===== src/rtl/demux4_stream.sv =====
// rtl/demux4_stream.sv - 1-to-4 stream demultiplexer with registered, handshaked output channels
module demux4_stream #(
  parameter int N  = 7,
  parameter int CW = 16
) (
  input  logic          clk,
  input  logic          rst_n,
  input  logic [N:0]    entrada,
  input  logic [1:0]    selector,
  input  logic          in_valid,
  output logic          in_ready,
  input  logic          rs,
  input  logic          set,
  output logic [N:0]    salida_a,
  output logic [N:0]    salida_b,
  output logic [N:0]    salida_c,
  output logic [N:0]    salida_d,
  output logic          valid_a,
  output logic          valid_b,
  output logic          valid_c,
  output logic          valid_d,
  input  logic          ready_a,
  input  logic          ready_b,
  input  logic          ready_c,
  input  logic          ready_d,
  output logic [CW-1:0] cuenta
);

  logic [N:0] data_q [4];
  logic [3:0] vld_q;
  logic [3:0] rdy;
  logic       acc;
  logic [N:0] word;

  assign rdy = {ready_d, ready_c, ready_b, ready_a};

  // Only the addressed channel can stall the producer; a draining channel accepts (pass-through).
  assign in_ready = rst_n & ~rs & (~vld_q[selector] | rdy[selector]);
  assign acc      = in_valid & in_ready;
  assign word     = set ? {(N+1){1'b1}} : entrada;

  always_ff @(posedge clk or negedge rst_n) begin
    if (!rst_n) begin
      for (int i = 0; i < 4; i++) data_q[i] <= '0;
      vld_q  <= '0;
      cuenta <= '0;
    end else if (rs) begin
      for (int i = 0; i < 4; i++) data_q[i] <= '0;
      vld_q <= '0;
    end else begin
      for (int i = 0; i < 4; i++) begin
        if (acc && (selector == 2'(i))) begin
          data_q[i] <= word;
          vld_q[i]  <= 1'b1;
        end else if (vld_q[i] && rdy[i]) begin
          vld_q[i]  <= 1'b0;
        end
      end
      if (acc) cuenta <= cuenta + CW'(1);
    end
  end

  assign salida_a = data_q[0];
  assign salida_b = data_q[1];
  assign salida_c = data_q[2];
  assign salida_d = data_q[3];
  assign valid_a  = vld_q[0];
  assign valid_b  = vld_q[1];
  assign valid_c  = vld_q[2];
  assign valid_d  = vld_q[3];

endmodule


===== config.mk =====
export PLATFORM = sky130hd
export DESIGN_NAME = demux4_stream
export DESIGN_NICKNAME = d
export VERILOG_FILES = /design/src/rtl/demux4_stream.sv
export SDC_FILE = /design/constraint.sdc
export NUM_CORES = 1
export LEC_CHECK = 0
export BUFFER_PORTS_ARGS = -buffer_cell sky130_fd_sc_hd__buf_2
export CORE_MARGIN = 2
export CORE_UTILIZATION = 50
export CTS_CLUSTER_SIZE = 40
export DETAILED_ROUTE_END_ITERATION = 7
export PLACE_DENSITY_LB_ADDON = 0.05
export SETUP_SLACK_MARGIN = 0.02
export SLEW_MARGIN = 20
export SYNTH_ARGS = -nofsm -noshare
export SYNTH_HDL_FRONTEND = slang
export SYNTH_SLANG_ARGS = --single-unit

===== constraint.sdc =====
create_clock -name clk -period 2.5 [get_ports clk]
set_input_delay 0.75 -clock clk [delete_from_list [all_inputs] [get_ports clk]]
set_output_delay 0.75 -clock clk [all_outputs]
set_load 0.05 [all_outputs]

Word-level counts from Yosys, hierarchy flattened
Cells that the tools add are included.

Register bits after elaboration: 52. Latch bits: 0. Memory bits (writable): 0. Memory bits (read-only): 0. Input port bits: 19. Output and inout port bits: 53. Word-level logic and storage cells: 57. Memories kept: 0.

Add/sub/neg operators: 1. $mul: 0. Div/mod/pow operators: 0. Magnitude comparators: 1. Equal/unequal tests: 3. Shift-type cells: 0. Mux-type cells: 19. Bitwise logic cells: 6. Reduce and logical (&&, ||, !) cells: 18.

Operators with widths (count): $mux 8 (5); $mux 32 (1); $add 16x1->16 const B (1); $reduce_bool 3->1 (4); $mux 1 (10); $logic_and 1x1->1 (8); $reduce_bool 2->1 (4); $bmux 1 s2 (2); $eq 2x2->1 const B (2); $mux 4 (1); $and 1x1->1 (3); $lt 2x3->1 const B (1); $eq 2x1->1 const B (1); $logic_not 2->1 (1); $not 1->1 (2); $reduce_and 2->1 (1); $or 1x1->1 (1).

Depth between registers and ports, before layout
Gate-level depths: netlist of the first run.

Word-level depth: 9. Mapped depth: 6. Depth with buffers taken out: 5.

Worst setup path after synthesis of the first run
OpenSTA, ideal clock, no wires.

Path kind: input to output. Start point: in ready_d. End point: out in_ready. Arrival: 2.640 ns. Required time: 1.750 ns. Slack: -0.890 ns. Stages: 4. Path buffers: 1. Cells stage by stage: nor2b_1 > mux4_2 > buf_6 > nor3b_1.

Longest elaborated chain between the ends: 4.

Ends and longest elaborated chain: from (decl) (RTL line 25) `input logic ready_d,`; $bmux 1 s2 (RTL line 38) `assign in_ready = rst_n & ~rs & (~vld_q[selector] | rdy[selector]);`; $mux 1 (not written as such) (RTL line 38); $or 1x1->1 (RTL line 38); $and 1x1->1 (RTL line 38); to (decl) (RTL line 11) `output logic in_ready,`.

Every way passes these cells. The select of a mux whose other input is x is not followed.

Final worst setup path of the first run
Ends and elaborated chain as after synthesis.

==> results.json, run 1 <==
{
  "status": "finished, violations left",
  "failed_checks": "negative setup slack",
  "gr-total-overflow": 0,
  "synth_seq_cells": 52,
  "clk-insertion-delay-late_ps": 300,
  "portBuffers": 71,
  "fp.coreArea_um2": 4410,
  "tightestPinTransition_ps": 607,
  "yosys.cell_count.top_type": "dfrtp_1",
  "timing.rr.end": "cuenta[15]",
  "first_iter_violations": 43,
  "firstDrtPassIters": 4,
  "crit_path_max_fanout": 2,
  "die_h_um": 72.3,
  "finalInstanceArea_um2": 2930,
  "worst_r2r_startpoint": "vld_q[3]",
  "grt_first_pass_wirelength_um": 8530,
  "holdCritPathClass": "in2async",
  "ys_warn_count": 0,
  "final_hold_viol_count": 0,
  "r2r_cells": 5,
  "synth_commonest_cells": "52 x dfrtp_1, 48 x nor2_1, 31 x a211oi_1, 11 x xor2_1",
  "worstPathRequired_ps": 1750,
  "slew_violations": 0,
  "io-pin-count": 72,
  "final_layout_size_suffix_gt1_share_pct": 36.6,
  "areaGrowthSynthToFinish_pct": 25.6,
  "critical-path-slowest-cell": "mux4_2",
  "detailed_place_hpwl_um": 3710,
  "crit_family": "multiplexers",
  "die_area_um2": 5220,
  "drt-wirelength-per-cell_um": 15.1,
  "post_cts_hold_buffer_count": 0,
  "clock_tree.buffer_depth": 2,
  "ys_dominant_reg_cell": "dfrtp_1",
  "min_period_over_period_pct": 101,
  "grt.total_usage_pct": 21.5,
  "num_antenna_cells": 0,
  "synth_area_um2": 2330,
  "yosys.area.top_type": "dfrtp_1",
  "number_of_different_library_cells_in_the_post_synthesis_netlist": 33,
  "worst_slack_ps": -22.9,
  "cp_cell_sequence": "buf_6 > nor2b_1 > mux4_2 > nor3b_4 > buf_6",
  "drc": 0,
  "power_per_cell_area_nw_per_um2": 665,
  "htree_num_levels": 2,
  "final_core_util_pct": 66.3,
  "placementRows": 24,
  "detail_route.vias_per_cell": 5.28,
  "total_power_uw": 1950,
  "power.ir.vdd_worst_uv": 382,
  "place_area_um2": 2780,
  "clk_pin_slew_ps": 90,
  "final.min_clock_period_ps": 2520,
  "worst_slew_margin_rel_pct": 59.5,
  "vias_in_the_first_global_route": 1663,
  "critical_path_buf_inv_count": 2,
  "finalClockSkew_ps": 6.24,
  "place.gp.congestion": 0.768,
  "number_of_post_cts_setup_repair_buffers": 0,
  "timing.critical_path.from_type": "primary input",
  "worst_path_largest_cell_delay_ps": 510,
  "cp-end-kind": "output pin",
  "worst-endpoint-arrival_ps": 1770,
  "drt-total-wl_um": 5130,
  "cts-root-buf": "clkbuf_8",
  "max_cap_viol_count": 0,
  "worst_setup_slack_before_clock_tree_synthesis_ps": -138,
  "tritoncts": "done",
  "maxClockFrequency_mhz": 396,
  "grt_setup_unrepaired": "yes",
  "filler_free_cell_count_of_the_finished_design": 339,
  "antenna_left": 0,
  "total_leakage_power_uw": 0.00148,
  "yosys_top_cell_area_share_pct": 55.9,
  "antenna_violations_before_repair": 0,
  "initial_cell_density_of_the_core_pct": 52.8,
  "net_count_synth": 228,
  "crit_path_frequent_cell": "buf_6",
  "routed-via-count": 1791,
  "setup_violations": 1,
  "cts.sinks": 52,
  "synth_enable_flop_cells": 0,
  "die_w_um": 72.3,
  "place_inst": 331,
  "regToRegSetupSlack_ps": 480,
  "grt_max_degree": 49,
  "synthesis.instances": 208,
  "syn_avg_cell_area_um2": 11.2,
  "synthTopCellsByArea": "dfrtp_1 56%, a211oi_1 10%, nor2_1 7.7%",
  "asyncSetResetFlopFracSynth_pct": 100,
  "synth_seq_area_share_pct": 55.9,
  "fill_cell_instance_count_of_the_final_layout": 378,
  "nets": 306,
  "worstSetupPathType": "in2out",
  "cts_made_buffers": 5
}
-- through the flow --
step / TNS [ps] / hold slack [ps]
2_1_floorplan: -205 / 454
3_3_place_gp: -142 / 476
3_5_place_dp: -138 / 481
4_1_cts: -45.3 / 276
5_1_grt: -47.6 / 266
6_report: -22.9 / 278
-- sequential cells by signal, indices dropped and copies added (netlist names) --
signal    flops
vld_q         4
salida_d      8
cuenta       16
salida_c      8
salida_b      8
salida_a      8
-- worst max-delay path by stage --
| stage | from | end | slack, ps | depth (start not counted) |
|---|---|---|---|---|
| finish | ready_d | in_ready | -20 | 5 |
| global route | ready_d | in_ready | -50 | 5 |
| CTS | ready_d | in_ready | -50 | 5 |
| floorplan | ready_d | in_ready | -210 | 4 |
| detailed placement | selector[1] | in_ready | -140 | 4 |
| global placement | selector[1] | in_ready | -140 | 4 |
-- worst reg2reg max path, stage by stage, from the launching register on --
cell     delay, ps
dfrtp_1        390
nor2b_1        130
mux4_2         510
buf_4          210
or4b_4         530
xnor2_2        140
-- cells by family (layout without fill, tap and decap cells) --
| group | Yosys count | in the layout | share of synthesized area (%) |
|---|---|---|---|
| mux | 2 | 2 | 1.45 |
| flops | 52 | 52 | 55.9 |
| simple gates | 88 | 88 | 21.4 |
| compound gates | 33 | 33 | 10.7 |
| fa+ha+maj | 1 | 1 | 0.537 |
| xor+xnor | 15 | 15 | 5.96 |
| buf+inv | 17 | 96 | 4.03 |
-- layout make-up --
class | instances | area, µm² | share of cell area, %
timing repair buffer | 83 | 483 | 16.5
sequential | 52 | 1300 | 44.5
clock buffer | 5 | 68.8 | 2.35
multi-input combinational | 139 | 946 | 32.3
tap | 52 | 65.1 | 2.22
clock inverter | 3 | 42.5 | 1.45
inverter | 5 | 18.8 | 0.642
-- report_power, final --
group	switching, µW	internal [µW]
sequential	61.6	894
combinational	307	111
clock	275	296
total	644	1300
-- cell usage in the layout (no fill, tap or decap), drive strengths merged --
master	Yosys	routed
a211oi	32	32
a21oi	1	1
and3	2	2
and3b	1	1
and4	4	4
buf	9	83
bufinv	0	1
clkbuf	3	5
clkinv	0	1
clkinvlp	0	1
dfrtp	52	52
ha	1	1
inv	5	5
mux2	1	1
mux4	1	1
nand2	4	4
nand3	5	5
nand3b	1	1
nand4	1	1
nor2	48	48
nor2b	4	4
nor3	5	5
nor3b	3	3
nor4	6	6
nor4b	2	2
or2b	1	1
or4b	1	1
xnor2	4	4
xor2	11	11
-- repair_timing --
action / 4_1_cts / 5_1_grt
gates resized for setup: 7 / 0
setup endpoints to repair: 1 / 1
pin swaps: 1 / 1
-- per-layer routing --
metal | share of wire, % | vias up | routed length (µm) | track usage, %
met5 | 0 | - | 0 | 0
met4 | 1.0 | 0 | 53 | 5.66
met3 | 6.1 | 6 | 313 | 4.86
met2 | 49 | 52 | 2500 | 33.2
met1 | 44 | 851 | 2260 | 30.9
li1 | - | 882 | - | -
No activity file was read; power rests on OpenSTA's default activity.
==> run 2: changes to the inputs <==
Settings changed: ABC_AREA set to 1.
==> run 2 against run 1 <==
The flow now finishes without violations. Non-clock buffer count shrank 8. Sequential power grew 3.2%. First-iteration DRC count grew to 2.5 times the previous value. Power grew 9.5%. Die area grew 10%. Setup slack gained 160 ps. Clock skew is essentially flat. Final area grew 7.2%. Critical path depth grew 4. Largest cell class unchanged.
==> results.json, run 2 <==
{
  "portBuffers": 71,
  "number_of_post_cts_setup_repair_buffers": 0,
  "power_per_cell_area_nw_per_um2": 679,
  "synth_area_um2": 2580,
  "timing.rr.end": "cuenta[13]",
  "antenna_left": 0,
  "worst_slew_margin_rel_pct": 56.1,
  "die_h_um": 75.9,
  "final.min_clock_period_ps": 2370,
  "global_route.usage.met1_pct": 33.2,
  "grt_setup_unrepaired": "no",
  "power.ir.vdd_worst_uv": 462,
  "internal_power_uw": 1350,
  "drc": 0,
  "grt_first_pass_wirelength_um": 9720,
  "worst_case_hold_slack_ps": 503,
  "maxClockFrequency_mhz": 423,
  "setup_violations": 0,
  "net_count_synth": 353,
  "htree_num_levels": 2,
  "synthTopCellsByArea": "dfrtp_1 50%, nand2_1 18%, nand3_1 8.5%",
  "grt.total_usage_pct": 22.4,
  "holdCritPathClass": "reg2reg",
  "drt-total-wl_um": 6060,
  "regMostFlops": "cuenta",
  "yosys_top_cell_area_share_pct": 50.4,
  "hold_path.startpoint": "salida_b[6]",
  "num_antenna_cells": 0,
  "synth_enable_flop_cells": 0,
  "gr-total-overflow": 0,
  "regToRegSetupSlack_ps": 820,
  "clock_power_share_pct": 26.7,
  "io-pin-count": 72,
  "yosys.area.top_type": "dfrtp_1",
  "power.combinational.fraction_pct": 27.0,
  "cts.sinks": 52,
  "worstPathRequired_ps": 1750,
  "met2_usage_pct": 33.1,
  "grt_max_degree": 53,
  "tightestPinTransition_ps": 659,
  "proportion_of_power_drawn_by_flip_flops_and_latches_pct": 46.3,
  "place_inst": 469,
  "final_layout_size_suffix_gt1_share_pct": 22.9,
  "status": "complete, no violations",
  "placementRows": 26,
  "filler_free_cell_count_of_the_finished_design": 477,
  "final_core_util_pct": 62.2,
  "slew_violations": 0,
  "die_area_um2": 5760,
  "firstDrtPassIters": 5,
  "total_leakage_power_uw": 0.00180,
  "worst_r2r_startpoint": "cuenta[2]",
  "clk-insertion-delay-late_ps": 310,
  "areaGrowthSynthToFinish_pct": 21.4,
  "ys_warn_count": 0,
  "crit_path_max_fanout": 8,
  "final_common_cell": "nand2_1",
  "finalClockSkew_ps": 6.08,
  "synth_seq_cells": 52,
  "ys_dominant_reg_cell": "dfrtp_1",
  "drt-wirelength-per-cell_um": 12.7,
  "tritoncts": "done",
  "hold_path_depth": 2,
  "worstSetupPathType": "in2out",
  "cts_made_buffers": 5,
  "antenna_violations_before_repair": 0,
  "timing.critical_path.from_type": "primary input",
  "timing.setup.tns_ps": 0,
  "die_w_um": 75.9,
  "vias_in_the_first_global_route": 2029,
  "max_cap_viol_count": 0,
  "final_hold_viol_count": 0,
  "gr-usage-met3_pct": 5.29,
  "clk_pin_slew_ps": 90,
  "top_usage_layer": "met1",
  "yosys.cell_count.top_type": "nand2_1",
  "nets": 426,
  "syn_avg_cell_area_um2": 7.76,
  "switching_fraction_of_total_power_pct": 36.7,
  "cp-end-kind": "output pin",
  "layout_common_cells": "126 x nand2_1, 70 x buf_2, 52 x dfrtp_1",
  "detail_route.vias_per_cell": 4.89,
  "place.gp.congestion": 0.804,
  "worst-endpoint-arrival_ps": 1620,
  "flip_flop_count_of_the_largest_register_after_layout": 16,
  "fp.coreArea_um2": 5040,
  "p_switching_uw": 782,
  "clock_tree.buffer_depth": 2,
  "first_iter_violations": 109,
  "cts-root-buf": "clkbuf_8",
  "synth_seq_area_share_pct": 50.4,
  "detailed_place_hpwl_um": 4410,
  "r2r_cells": 9,
  "synth_commonest_cells": "126 x nand2_1, 52 x dfrtp_1, 44 x nand3_1, 32 x nor2_1, 23 x inv_1",
  "hold_end": "salida_b[6]",
  "routed-via-count": 2331,
  "total_power_uw": 2130,
  "number_of_different_library_cells_in_the_post_synthesis_netlist": 24,
  "initial_cell_density_of_the_core_pct": 51.2,
  "min_period_over_period_pct": 94.7,
  "asyncSetResetFlopFracSynth_pct": 100,
  "synthesis.instances": 333
}
[run 2: power by group through the flow]
stage	registers [µW]	logic, µW	clock network (µW)
after floorplan	1230	190	0
after global placement	1000	571	0
after global routing	1000	638	619
final	987	576	568
after CTS	987	579	586
after detailed placement	1000	578	0
[run 2: logic make-up after synthesis]
| group | share of synthesized area, % |
|---|---|
| and+or+nand+nor | 37.2 |
| buffers and inverters | 5.67 |
| DFF | 50.4 |
| adders and majority gates | 0.484 |
| xor gates and xnor gates | 3.39 |
| AOI/OAI and AO/OA | 2.91 |
[run 2: worst max-delay path: stages]
cell and delay (ps):
buf_2 170, inv_2 70, nand3_1 70, nand2_1 60, nor2_2 150, nand2_4 90
nand2_1 70, inv_1 40, buf_6 140
[run 2: final cells by class]
type                    count  area, µm²
multi-input cells         246       1140
flip-flops and latches     52       1300
fillers                   461       1910
repair buffers             75        404
inverters                  26        100
clock inverters             2       35.0
well taps                  70       87.6
clock buffers               6       72.6
[run 2: what timing repair did]
action	4_1_cts	5_1_grt
hold buffers	0	0
endpoints found under the setup margin	0	1
resized for setup	0	3
[run 2: metal layers]
metal,vias up,share of wire (%)
met5,-,0
met4,0,0.59
met3,4,5.9
met2,71,45
li1,1199,-
met1,1057,49
[run 2: how the worst max path moves through the flow]
stage	from	endpoint	depth (start not counted)
final	selector[0]	in_ready	9
after floorplan	selector[0]	in_ready	8
after CTS	selector[0]	in_ready	10
after global placement	selector[0]	in_ready	10
after global routing	selector[0]	in_ready	10
after detailed placement	selector[0]	in_ready	10
[run 2: stage by stage]
stage          cell area (µm²)  setup WS, ps
5_1_grt                   3140          32.9
3_5_place_dp              3020          58.3
2_1_floorplan             2580           121
6_report                  3140           133
4_1_cts                   3130          53.4
3_3_place_gp              3020          99.9
==> run 3: changes to the inputs <==
Settings changed: BUFFER_PORTS_ARGS -buffer_cell sky130_fd_sc_hd__buf_2 to -buffer_cell sky130_fd_sc_hd__clkbuf_2, CORE_UTILIZATION 50 to 52.
==> run 3 against run 2 <==
Flip-flop and latch count stayed put. Sequential share of layout area is 0.17 points higher. Global-route usage is 1.3 points higher. Combinational power is 0.9% lower. Highest routed layer unchanged.
==> results.json, run 3 (same netlist as run 2, synthesis figures left out) <==
{
  "status": "complete, no violations",
  "holdCritPathClass": "reg2reg",
  "min_period_over_period_pct": 94.2,
  "number_of_post_cts_setup_repair_buffers": 0,
  "htree_num_levels": 2,
  "regToRegSetupSlack_ps": 840,
  "worst_r2r_startpoint": "vld_q[2]",
  "tightestPinTransition_ps": 959,
  "placementRows": 25,
  "clk-insertion-delay-late_ps": 310,
  "worst-endpoint-arrival_ps": 1610,
  "drt-total-wl_um": 6060,
  "flip_flop_count_of_the_largest_register_after_layout": 16,
  "r2r_cells": 10,
  "fp.coreArea_um2": 4750,
  "cts.sinks": 52,
  "cts-root-buf": "clkbuf_8",
  "io-pin-count": 72,
  "die_w_um": 74.5,
  "total_power_uw": 2130,
  "place.gp.congestion": 0.844,
  "maxClockFrequency_mhz": 424,
  "power.ir.vdd_worst_uv": 450,
  "grt.total_usage_pct": 23.7,
  "drc": 0,
  "routed-via-count": 2365,
  "worst_slew_margin_rel_pct": 36.0,
  "initial_cell_density_of_the_core_pct": 54.3,
  "die_h_um": 74.5,
  "timing.setup.tns_ps": 0,
  "gr-total-overflow": 0,
  "post_cts_hold_buffer_count": 0,
  "areaGrowthSynthToFinish_pct": 20.9,
  "total_leakage_power_uw": 0.00176,
  "num_antenna_cells": 0,
  "antenna_violations_before_repair": 0,
  "final.min_clock_period_ps": 2360,
  "crit_path_max_fanout": 8,
  "max_cap_viol_count": 0,
  "worstSetupPathType": "in2out",
  "layout_common_cells": "126 x nand2_1, 70 x clkbuf_2, 52 x dfrtp_1",
  "firstDrtPassIters": 4,
  "nets": 427,
  "portBuffers": 71,
  "die_area_um2": 5550,
  "power_per_cell_area_nw_per_um2": 682,
  "worstPathRequired_ps": 1750,
  "grt_max_degree": 53,
  "timing.critical_path.from_type": "primary input",
  "final_hold_viol_count": 0,
  "final_common_cell": "nand2_1",
  "worst_setup_slack_before_clock_tree_synthesis_ps": 67.6,
  "filler_free_cell_count_of_the_finished_design": 475,
  "final_layout_size_suffix_gt1_share_pct": 23.0,
  "cts_made_buffers": 5,
  "detailed_place_hpwl_um": 4470,
  "cp-end-kind": "output pin",
  "grt_setup_unrepaired": "no",
  "slew_violations": 0,
  "tritoncts": "done",
  "clk_pin_slew_ps": 90,
  "worst_slack_ps": 144,
  "hold_path.startpoint": "salida_c[2]",
  "drt-wirelength-per-cell_um": 12.8,
  "detail_route.vias_per_cell": 4.98,
  "crit_path_start": "selector[0]",
  "finalClockSkew_ps": 6.63,
  "vias_in_the_first_global_route": 2169,
  "regMostFlops": "cuenta",
  "place_inst": 467,
  "clock_tree.buffer_depth": 2,
  "grt_first_pass_wirelength_um": 10000,
  "setup_violations": 0,
  "hold_path_depth": 2,
  "first_iter_violations": 106,
  "antenna_left": 0
}
==> run 3: worst paths after layout <==
kind / endpoint
max: in_ready
max in group asynchronous: salida_d[2]
min: salida_c[2]
min in group asynchronous: salida_d[7]
max reg2reg: salida_c[7]
min reg2reg: salida_c[2]
==> run 3: power breakdown <==
group | internal, µW | switching [µW]
registers | 908 | 82.6
clock network | 297 | 271
logic | 139 | 432
==> run 3: metrics by stage <==
| step | utilization (%) | hold slack [ps] | instance area [µm²] |
|---|---|---|---|
| after global routing | 65.7 | 537 | 3120 |
| after floorplan | - | 454 | 2580 |
| after global placement | 63.4 | 486 | 3010 |
| final | 65.7 | 510 | 3120 |
| after CTS | 65.7 | 514 | 3120 |
| after detailed placement | 63.4 | 492 | 3010 |
==> run 3: final cells by class <==
cell class | instances | area (µm²)
fill | 438 | 1630
sequential | 52 | 1300
multi-input combinational | 246 | 1140
timing repair buffer | 76 | 395
inverter | 26 | 100
tap | 67 | 83.8
clock buffer | 6 | 72.6
clock inverter | 2 | 35.0
==> run 3: what timing repair did <==
action | 4_1_cts | 5_1_grt
endpoints found under the setup margin | 0 | 1
resized for setup | 0 | 3
hold endpoints to repair | 0 | 0
==> run 3: metal layers <==
layer  track usage (%)  part of all wire [%]  vias to the layer above
met1              32.7                    49                     1085
met5                 0                     0                        -
met4              9.72                   2.0                        0
li1                  -                     -                     1209
met2              36.6                    44                       61
met3              4.88                   4.8                       10
==> run 3: worst max-delay path, stage by stage <==
cell,delay [ps]
clkbuf_2,170
inv_2,70
nand2_1,60
nand2_1,50
nand2_1,60
nand2_1,80
nand2_4,70
nand2_1,40
inv_1,50
buf_4,180
